<file path="config.mk">
export PLATFORM = sky130hd
export DESIGN_NAME = puf_race_sequencer
export DESIGN_NICKNAME = d
export VERILOG_FILES = /design/src/rtl/puf_pkg.sv /design/src/rtl/puf_lfsr.sv /design/src/rtl/puf_race_sequencer.sv
export SDC_FILE = /design/constraint.sdc
export NUM_CORES = 1
export LEC_CHECK = 0
export ABC_AREA = 1
export BUFFER_PORTS_ARGS = -buffer_cell sky130_fd_sc_hd__buf_4
export CAP_MARGIN = 20
export CORE_AREA = 4 4 156 158
export DETAILED_ROUTE_END_ITERATION = 8
export DIE_AREA = 0 0 160 162
export HOLD_SLACK_MARGIN = 0.1
export SLEW_MARGIN = 20
export SYNTH_ARGS = -nofsm -noshare
export SYNTH_HDL_FRONTEND = slang
export SYNTH_SLANG_ARGS = --single-unit
</file>
<file path="constraint.sdc">
create_clock -name clk -period 3.34 [get_ports clk]
set_input_delay 0.668 -clock clk [delete_from_list [all_inputs] [get_ports clk]]
set_output_delay 0.668 -clock clk [all_outputs]
set_load 0.05 [all_outputs]
</file>
<file path="src/rtl/puf_pkg.sv">
// rtl/puf_pkg.sv - shared state encoding and default sizing for the PUF race sequencer
package puf_pkg;

  localparam int          PUF_CW        = 64;
  localparam int          PUF_RESP_BITS = 32;
  localparam logic [63:0] PUF_LFSR_TAPS = 64'hD800_0000_0000_0000;

  typedef enum logic [2:0] {
    IDLE,
    CLEAR,
    LAUNCH,
    WAIT,
    SAMPLE,
    NEXT,
    OUT
  } state_t;

endpackage

</file>
<file path="src/rtl/puf_lfsr.sv">
// rtl/puf_lfsr.sv - challenge register: seed load (zero seed forced to 1) and Fibonacci LFSR step
module puf_lfsr
  import puf_pkg::*;
#(
  parameter int            CW   = PUF_CW,
  parameter logic [CW-1:0] TAPS = PUF_LFSR_TAPS[CW-1:0]
) (
  input  logic          clk,
  input  logic          reset,
  input  logic          load,
  input  logic          step,
  input  logic [CW-1:0] seed,
  output logic [CW-1:0] value
);

  always_ff @(posedge clk) begin
    if (reset) begin
      value <= '0;
    end else if (load) begin
      value <= (seed == '0) ? CW'(1) : seed;
    end else if (step) begin
      value <= {value[CW-2:0], ^(value & TAPS)};
    end
  end

endmodule

</file>
<file path="src/rtl/puf_race_sequencer.sv">
// rtl/puf_race_sequencer.sv - steps challenges through the delay chains, races the arbiter per bit
// and assembles the response word with timeout detection and a valid/ready result handshake.
module puf_race_sequencer
  import puf_pkg::*;
#(
  parameter int            CW         = PUF_CW,
  parameter int            RESP_BITS  = PUF_RESP_BITS,
  parameter logic [CW-1:0] LFSR_TAPS  = PUF_LFSR_TAPS[CW-1:0],
  parameter int            CLR_CYCLES = 4,
  parameter int            TIMEOUT    = 1023
) (
  input  logic                 clk,
  input  logic                 reset,
  input  logic                 start,
  input  logic [CW-1:0]        seed,
  output logic                 busy,
  output logic [CW-1:0]        chal,
  output logic                 launch,
  output logic                 arb_reset,
  input  logic                 arb_done,
  input  logic                 arb_out,
  output logic [RESP_BITS-1:0] resp,
  output logic                 resp_valid,
  input  logic                 resp_ready,
  output logic                 timeout_err
);

  localparam int               CNT_W        = $clog2(TIMEOUT + 1);
  localparam int               BIT_W        = (RESP_BITS > 1) ? $clog2(RESP_BITS) : 1;
  localparam logic [CNT_W-1:0] CNT_TIMEOUT  = CNT_W'(TIMEOUT);
  localparam logic [CNT_W-1:0] CNT_CLR_LAST = CNT_W'(CLR_CYCLES - 1);
  localparam logic [BIT_W-1:0] BIT_LAST     = BIT_W'(RESP_BITS - 1);

  state_t           state;
  state_t           state_nxt;
  logic [CNT_W-1:0] cnt;
  logic [BIT_W-1:0] bit_cnt;
  logic             race_bit;
  logic             done_meta;
  logic             done_s;
  logic             out_meta;
  logic             out_s;
  logic             chal_load;
  logic             chal_step;

  // Arbiter outputs come from the asynchronous race domain.
  always_ff @(posedge clk) begin
    if (reset) begin
      done_meta <= 1'b0;
      done_s    <= 1'b0;
      out_meta  <= 1'b0;
      out_s     <= 1'b0;
    end else begin
      done_meta <= arb_done;
      done_s    <= done_meta;
      out_meta  <= arb_out;
      out_s     <= out_meta;
    end
  end

  always_ff @(posedge clk) begin
    if (reset) begin
      state <= IDLE;
    end else begin
      state <= state_nxt;
    end
  end

  always_comb begin
    state_nxt = state;
    chal_load = 1'b0;
    chal_step = 1'b0;
    case (state)
      IDLE: begin
        if (start && !resp_valid) begin
          chal_load = 1'b1;
          state_nxt = CLEAR;
        end
      end
      CLEAR: begin
        if (cnt == CNT_CLR_LAST) state_nxt = LAUNCH;
      end
      LAUNCH: state_nxt = WAIT;
      WAIT: begin
        // A done arriving on the timeout cycle still wins.
        if (done_s)                   state_nxt = SAMPLE;
        else if (cnt == CNT_TIMEOUT)  state_nxt = NEXT;
      end
      SAMPLE: state_nxt = NEXT;
      NEXT: begin
        chal_step = 1'b1;
        state_nxt = (bit_cnt == BIT_LAST) ? OUT : CLEAR;
      end
      OUT: begin
        if (resp_ready) state_nxt = IDLE;
      end
      default: state_nxt = IDLE;
    endcase
  end

  assign busy       = (state != IDLE);
  assign resp_valid = (state == OUT);

  always_ff @(posedge clk) begin
    if (reset) begin
      cnt         <= '0;
      bit_cnt     <= '0;
      race_bit    <= 1'b0;
      resp        <= '0;
      timeout_err <= 1'b0;
      launch      <= 1'b0;
      arb_reset   <= 1'b1;
    end else begin
      case (state)
        IDLE: begin
          arb_reset <= 1'b1;
          launch    <= 1'b0;
          if (chal_load) begin
            bit_cnt     <= '0;
            resp        <= '0;
            timeout_err <= 1'b0;
            cnt         <= '0;
          end
        end
        CLEAR: begin
          cnt <= (cnt == CNT_CLR_LAST) ? '0 : cnt + 1'b1;
        end
        LAUNCH: begin
          arb_reset <= 1'b0;
          launch    <= 1'b1;
          cnt       <= '0;
        end
        WAIT: begin
          if (!done_s) begin
            if (cnt == CNT_TIMEOUT) begin
              race_bit    <= 1'b0;
              timeout_err <= 1'b1;
            end else begin
              cnt <= cnt + 1'b1;
            end
          end
        end
        SAMPLE: race_bit <= out_s;
        NEXT: begin
          resp[bit_cnt] <= race_bit;
          launch        <= 1'b0;
          arb_reset     <= 1'b1;
          cnt           <= '0;
          if (bit_cnt != BIT_LAST) bit_cnt <= bit_cnt + 1'b1;
        end
        default: begin
        end
      endcase
    end
  end

  puf_lfsr #(
    .CW   (CW),
    .TAPS (LFSR_TAPS)
  ) u_lfsr (
    .clk   (clk),
    .reset (reset),
    .load  (chal_load),
    .step  (chal_step),
    .seed  (seed),
    .value (chal)
  );

endmodule

</file>
* Yosys cells after proc, flatten, opt, wreduce, memory -nomap -nowiden
Cells that the tools add are included.
Word-level totals: word-level logic and storage cells 92, bits in registers 122, output and inout bits 101
Cells by class: order comparisons 2, mux-type cells 35, eq/ne operators 19, reductions and logical operators 21, $add $sub $neg 2
Operators with widths (number):
- $mux W64 | 3
- $logic_not A64 Y1 | 1
- $pmux W32 S2 | 1
- $reduce_xor A64 Y1 | 1
- $mux W10 | 4
- $pmux W10 S4 | 1
- $bwmux W32 | 1
- $mux W32 | 1
- $pmux W3 S7 | 1
- $mux W3 | 6
- $ne A2 B2 Y1 const B | 7
- $reduce_and A4 Y1 | 3
- $add A10 B1 Y10 const B | 1
- $eq A10 B10 Y1 const B | 1
- $eq A10 B2 Y1 const B | 1
- $mux W5 | 2
- $pmux W5 S2 | 1
- $reduce_bool A2 Y1 | 5
- $eq A3 B3 Y1 const B | 3
- $mux W1 | 9
- $pmux W1 S2 | 4
- $eq A3 B2 Y1 const B | 2
- $lt A5 B6 Y1 const B | 1
- $reduce_and A3 Y1 | 2
- 15 further kinds | 17

* Depth between registers and ports, before layout
Gate-level depths: netlist of run 1.
word-level depth 7, depth in mapped cells 11, depth with buffers taken out 10

* Cells and area by module
Synthesis of run 1 repeated with hierarchy kept, for this count alone.
Second synthesis, totals: cell total of the unflattened synthesis 893, area, all modules 6004.5 µm²
Modules (own cells, without submodules):
- puf_race_sequencer | area an instance 3054.2 µm², times used 1, cells an instance 466
- puf_lfsr | area an instance 2950.3 µm², times used 1, cells an instance 427

* Least setup slack after synthesis of run 1
Ideal clock, no wire load.
path kind in2reg, from input port reset, to register u_lfsr.value[62], setup slack 1.607 ns, path buffers 3, arrival 1.667 ns, stages 6, cells stage by stage buf_2 inv_1 clkbuf_1 clkbuf_1 o221ai_1 nor2_1
RTL lines:
- start: declaration | line puf_race_sequencer.sv:13 | input logic reset,
- end signal: assignment | line puf_lfsr.sv:20 | value <= (seed == '0) ? CW'(1) : seed;
- end signal: assignment | line puf_lfsr.sv:22 | value <= {value[CW-2:0], ^(value & TAPS)};
- end: declaration | line puf_lfsr.sv:13 | output logic [CW-1:0] value

* Final worst setup path of run 1
from register state[0], to output port resp_valid
On the way: word-level cells in the longest chain between the ends 1
Ends and longest elaborated chain:
- start: declaration | line puf_race_sequencer.sv:34 | state_t state;
- start signal: assignment | line puf_race_sequencer.sv:65 | state <= state_nxt;
- $eq A3 B3 Y1 | line puf_race_sequencer.sv:102 | assign resp_valid = (state == OUT);
- end: declaration | line puf_race_sequencer.sv:23 | output logic resp_valid,
Every way passes these cells.

==> results of run 1 <==
-- final timing paths --
check	slack (ns)	cells after the start	start	to
setup / recovery	1.28	4	state[0]	resp_valid
hold / removal	0.40	2	out_meta	out_s
setup reg to reg	1.28	6	state[1]	u_lfsr.value[53]
hold reg to reg	0.40	2	out_meta	out_s
-- layout make-up --
class | instances | area (um2) | area share, %
multi-input combinational | 579 | 2860 | 36.7
sequential | 122 | 2440 | 31.3
timing repair buffer | 177 | 1340 | 17.2
clock buffer | 22 | 454 | 5.83
tap | 290 | 363 | 4.66
clock inverter | 10 | 165 | 2.12
inverter | 43 | 164 | 2.10
-- per-stage QoR --
step / total power (uW) / utilization [%] / std cells / setup slack, ns / instance area (um2)
floorplan: 3820 / - / 789 / 1.61 / 5670
global placement: 4600 / 31.0 / 1211 / 1.26 / 7170
detailed placement: 4620 / 31.0 / 1211 / 1.22 / 7170
CTS: 6610 / 33.7 / 1243 / 1.21 / 7790
global route: 6910 / 33.7 / 1243 / 1.06 / 7790
finish: 6540 / 33.7 / 1243 / 1.28 / 7790
-- layer usage --
layer	share of wire, %	track usage (%)
met2	46	22.4
met5	0	0
met4	1.4	3.83
met3	7.9	5.81
met1	45	17.2
-- critical path, delay by kind of cell (launching register included) --
family        cells  cell delay (ns)
buf+inv           3             0.34
flops             1             0.47
simple gates      1             0.16
-- placed cells by master, fill, tap and decap left out, types with 2 or more instances in the layout --
master	netlist	layout
nand2_1	130	130
clkinv_2	0	2
nor3_1	6	6
inv_1	41	40
o21ai_0	40	40
o221ai_1	63	63
clkinv_4	0	2
buf_4	2	176
nand3_1	23	22
a21oi_2	2	2
dfxtp_1	122	122
inv_6	0	2
inv_2	1	2
nand2_2	2	2
nand2_4	4	4
o21bai_1	2	2
clkbuf_16	0	17
a21oi_1	52	52
clkbuf_1	25	4
a211oi_1	2	2
ha_1	6	6
bufinv_16	0	4
nor2_2	4	4
nor2_1	228	228
xor2_1	3	3
-- sequential cells by signal, summed over array words and instances, names as in the netlist --
register,flops
launch,1
done_s,1
state,3
out_meta,1
resp,32
timeout_err,1
bit_cnt,5
out_s,1
race_bit,1
done_meta,1
cnt,10
u_lfsr.value,64
arb_reset,1
-- power by group --
group	switching (uW)	leakage, uW	internal, uW
sequential	270	0.000999	1740
clock	694	0.000303	1270
combinational	1810	0.00198	747
-- cells by family after synthesis --
group	count (synthesis)
flip-flops	122
AND/OR/NAND/NOR	402
adder cells (fa/ha/maj)	6
AO/OA/AOI/OAI	167
XOR/XNOR	4
buffers and inverters	88
==> reports/qor.yml, run 1 <==
run_status:
  status: "completed"
synth:
  synth_compound_area_share_pct: 19.5
  ys_async_sr_fraction_pct: 0
  netlist_area_mm2: 0.00567
  synth_top_area_share_pct: 43.1
  mappedNetlistNets: 865
  synthAdderAreaFrac_pct: 1.33
  synth.area.top_cells: "dfxtp_1 43%, nor2_1 15%, o221ai_1 9.7%"
  synth_top_family_by_area: "simple AND/OR/NAND/NOR gates"
  synth.most_common_cell: "nor2_1"
  synth_area_leader_cell: "dfxtp_1"
  yosysWarnings: 0
  synth.avg_cell_area_um2: 7.18
  syn_inst: 789
  yosys.area_share.xor_xnor_pct: 0.618
  yosys.area_share.simple_pct: 28.8
  synth_edf_count: 0
  synthFlopType: "dfxtp_1"
  synth_common_cells: "228 x nor2_1, 130 x nand2_1, 122 x dfxtp_1, 63 x o221ai_1, 52 x a21oi_1"
  ys_types: 36
  synth_mux_area_share_pct: 0
  synth-seq-cells: 122
  yosysSeqAreaShare_pct: 43.1
timing:
  hold_viol: 0
  tightest_slew_ns: 0.836
  maxSlewViolCount: 0
  rsz0062_at_grt: "no"
  tns_ns: 0
  setup-violations-final: 0
  holdWs_ns: 0.404
  relSlewSlack_pct: 44.3
  fin_crit_sh_pct: 61.8
  period_needed_ns: 2.06
  worst_clock_skew_ns: 0.0105
  clock.fmax_mhz: 485
power_and_ir_drop:
  p_leak_uw: 0.00328
  peakVddDrop_mv: 0.448
  power_density_mw_per_mm2: 840
drt:
  postRouteAntennaNets: 0
  initialDrtViolationCount: 307
  wl_per_cell_um: 14.8
  vias_per_cell: 4.70
  drt_wl_total_mm: 18.4
  dr.pass1.iters: 5
  drc_errors: 0
  vias: 5844
finish:
  syn_to_final_growth_pct: 37.5
  drive_gt1_share_pct: 23.7
  layout.nets: 1016
  diodes: 0
  fillers: 2494
floorplan:
  die_x_um: 160
  die_y_um: 162
  start_util_pct: 24.5
  core_area_mm2: 0.0231
  dieArea_mm2: 0.0259
  io_pins: 171
  rows: 56
run:
  drv_cap: 0
grt:
  grt_max_degree: 77
  grt_first_pass_wirelength_mm: 29.5
  grt_use_total_pct: 13.9
  grt_overflow: 0
  antenna_found_initial: 0
  grt_pass1_vias: 5675
placement:
  io_buffers: 170
  place_congestion: 0.814
  place_hpwl_mm: 13.0
critical_path:
  worstPathRequired_ns: 2.67
  startpoint_type: "flop"
  crit_arrival_ns: 1.39
  cpPeakStageDelay_ns: 0.47
  worstPathCellList: "inv_1 > nand3_1 > inv_1 > buf_4"
  crit_slowest_cell: "dfxtp_1"
  critPathCaptureType: "output pin"
  cp_max_fo: 6
  worst-setup-path-type: "reg2out"
  cpMostUsedCell: "inv_1"
clocking:
  cts_tree: "built"
  clock_path_buffers: 2
  numCtsBuffers: 17
  htreeDepth: 4
  post-cts-setup-buffers: 0
  cts-resized-gates: 0
  clkTransAtPathRegs_ns: 0.06
  clkSinkCount: 122
  hold_buffers: 0
  clk_latency_ns: 0.41
  cts_root_buffer: "clkbuf_16"
hold_path:
  hold_path.class: "reg2reg"
Note: power is estimated with default switching activity, not from simulation.
==> inputs of run 2 (changes only) <==
==> constraint.sdc (replaced) <==
create_clock -name clk -period 1.98 [get_ports clk]
set_input_delay 0.396 -clock clk [delete_from_list [all_inputs] [get_ports clk]]
set_output_delay 0.396 -clock clk [all_outputs]
set_load 0.05 [all_outputs]
==> reports/qor.yml, run 2 (synthesis gave the netlist of run 1 again) <==
timing:
  fin_crit_sh_pct: 90.1
  clock.fmax_mhz: 560
  period_needed_ns: 1.78
  relSlewSlack_pct: 61.1  # +17 points
  maxSlewViolCount: 0  # unchanged
  tns_ns: 0  # unchanged
  tightest_slew_ns: 0.583  # -0.253 ns
  setup-violations-final: 0  # unchanged
  rsz0062_at_grt: "no"
  fin_ws_ns: 0.196  # -1.08 ns
  worst_clock_skew_ns: 0.00923  # -0.00127 ns
  hold_viol: 0  # unchanged
finish:
  fillers: 2498  # +0.16%
  layout_commonest_cell: "nor2_1"
  layout.nets: 1025  # +0.89%
  largest_registers: "u_lfsr.value x64, resp x32, cnt x10"
  largest_register_ff_count: 64  # unchanged
  diodes: 0  # unchanged
  drive_gt1_share_pct: 24.9  # +1.2 points
  finalNonFillerCells: 1252  # +0.72%
  largest_register: "u_lfsr.value"
  syn_to_final_growth_pct: 39.5
  layout_common_cells: "228 x nor2_1, 179 x buf_4, 130 x nand2_1"
placement:
  io_buffers: 170  # unchanged
  dpl_worst_slack_ns: 0.218  # -1.01 ns
  dp_cells: 1220  # +0.74%
  place_congestion: 0.816  # +0.18%
  place_hpwl_mm: 13.3  # +2.7%
grt:
  grt_pass1_vias: 5680  # +0.088%
  grt_max_degree: 64  # -17%
  grt_overflow: 0  # unchanged
  busiest_layer: "met2"
  grtUsageMet3_pct: 5.66  # -0.15 points
  antenna_found_initial: 0  # unchanged
  met2_usage_pct: 22.7  # +0.29 points
  grt_use_total_pct: 14.1  # +0.16 points
  grtUsageMet1_pct: 17.5  # +0.29 points
  grt_first_pass_wirelength_mm: 29.8  # +0.86%
clocking:
  cts_tree: "built"
  clock_path_buffers: 2  # unchanged
  clkTransAtPathRegs_ns: 0.06  # about the same
  clk_latency_ns: 0.42  # about the same
  htreeDepth: 4  # unchanged
  clkSinkCount: 122  # unchanged
  numCtsBuffers: 17  # unchanged
  cts_root_buffer: "clkbuf_16"
  hold_buffers: 0  # unchanged
critical_path:
  crit_family: "flip-flops"
  r2r_start: "state[0]"
  critPathCaptureType: "output pin"
  worst-setup-path-type: "reg2out"
  crit_arrival_ns: 1.39  # about the same
  crit_slowest_cell: "dfxtp_1"
  cp_num_buf_inv: 3  # unchanged
  worstPathCellList: "inv_1 > nand3_1 > inv_1 > buf_4"
  startpoint_type: "flop"
  cp_max_fo: 6  # unchanged
  cpMostUsedCell: "inv_1"
  worstSetupStartpoint: "state[0]"
  worstPathRequired_ns: 1.58  # -1.09 ns
  cpPeakStageDelay_ns: 0.48  # about the same
drt:
  initialDrtViolationCount: 309  # +0.65%
  drc_errors: 0  # unchanged
  dr.pass1.iters: 5  # unchanged
  postRouteAntennaNets: 0  # unchanged
  drt_wl_total_mm: 18.5  # +0.65%
  vias_per_cell: 4.70  # about the same
  wl_per_cell_um: 14.8  # about the same
  vias: 5881  # +0.63%
hold_path:
  hold_path.class: "in2reg"
  min_from: "arb_out"
power_and_ir_drop:
  power_density_mw_per_mm2: 1380  # +65%
  peakVddDrop_mv: 0.581  # +30%
  p_leak_uw: 0.00333  # +1.4%
run:
  drv_cap: 0  # unchanged
floorplan:
  start_util_pct: 24.5  # unchanged
  die_y_um: 162  # unchanged
  dieArea_mm2: 0.0259  # unchanged
  core_area_mm2: 0.0231  # unchanged
  io_pins: 171  # unchanged
  die_x_um: 160  # unchanged
  rows: 56  # unchanged
run_status:
  status: "completed"
run 2: changes by cell type in the layout (fill, tap and decap cells not counted):
cell,previous run,this run
inv_2,2,3
buf_12,1,7
inv_6,2,4
bufinv_16,4,1
inv_1,40,39
clkbuf_8,1,4
clkinvlp_4,0,4
buf_4,176,179
clkinv_2,2,1
clkbuf_1,4,0
clkinv_4,2,1
run 2: power breakdown:
group	internal, uW	switching, uW
Clock	1880	1210
Combinational	1350	3110
Sequential	2940	450
Total	6170	4770
run 2: layout make-up:
| class | count | area (um2) | share of cell area [%] |
|---|---|---|---|
| Clock buffer | 21 | 480 | 6.08 |
| Clock inverter | 11 | 109 | 1.38 |
| Inverter | 43 | 164 | 2.07 |
| Multi-Input combinational cell | 579 | 2860 | 36.2 |
| Sequential cell | 122 | 2440 | 30.9 |
| Tap cell | 290 | 363 | 4.59 |
| Timing Repair Buffer | 186 | 1480 | 18.8 |
run 2: tightest hold or removal path, cell delays in order:
cell and delay, ns:
buf_4 0.08, inv_1 0.03, nor2_1 0.06
run 2: worst paths after layout:
path                end  slack, ns  depth (start not counted)
max          resp_valid       0.20                          4
min            out_meta       0.19                          3
max reg2reg  bit_cnt[2]       0.25                          8
min reg2reg       out_s       0.40                          2
run 2: through the flow:
| step | hold slack (ns) | utilization [%] | total power [uW] | instance area (um2) |
|---|---|---|---|---|
| detailed placement | 0.395 | 31.6 | 7930 | 7310 |
| CTS | 0.168 | 34.2 | 11100 | 7900 |
| floorplan | 0.388 | - | 6440 | 5670 |
| global placement | 0.396 | 31.6 | 7910 | 7310 |
| finish | 0.188 | 34.2 | 10900 | 7900 |
| global route | 0.175 | 34.2 | 11600 | 7900 |
run 2: metal layers:
layer | wire (um) | part of all wire [%]
met5 | 0 | 0
met4 | 280 | 1.5
met3 | 1450 | 7.9
met2 | 8560 | 46
met1 | 8210 | 44
run 2: timing repair:
item / 4_1_cts / 5_1_grt
buffers inserted: 0 / 0
resized for setup: 0 / 1
endpoints found under the setup margin: 0 / 1
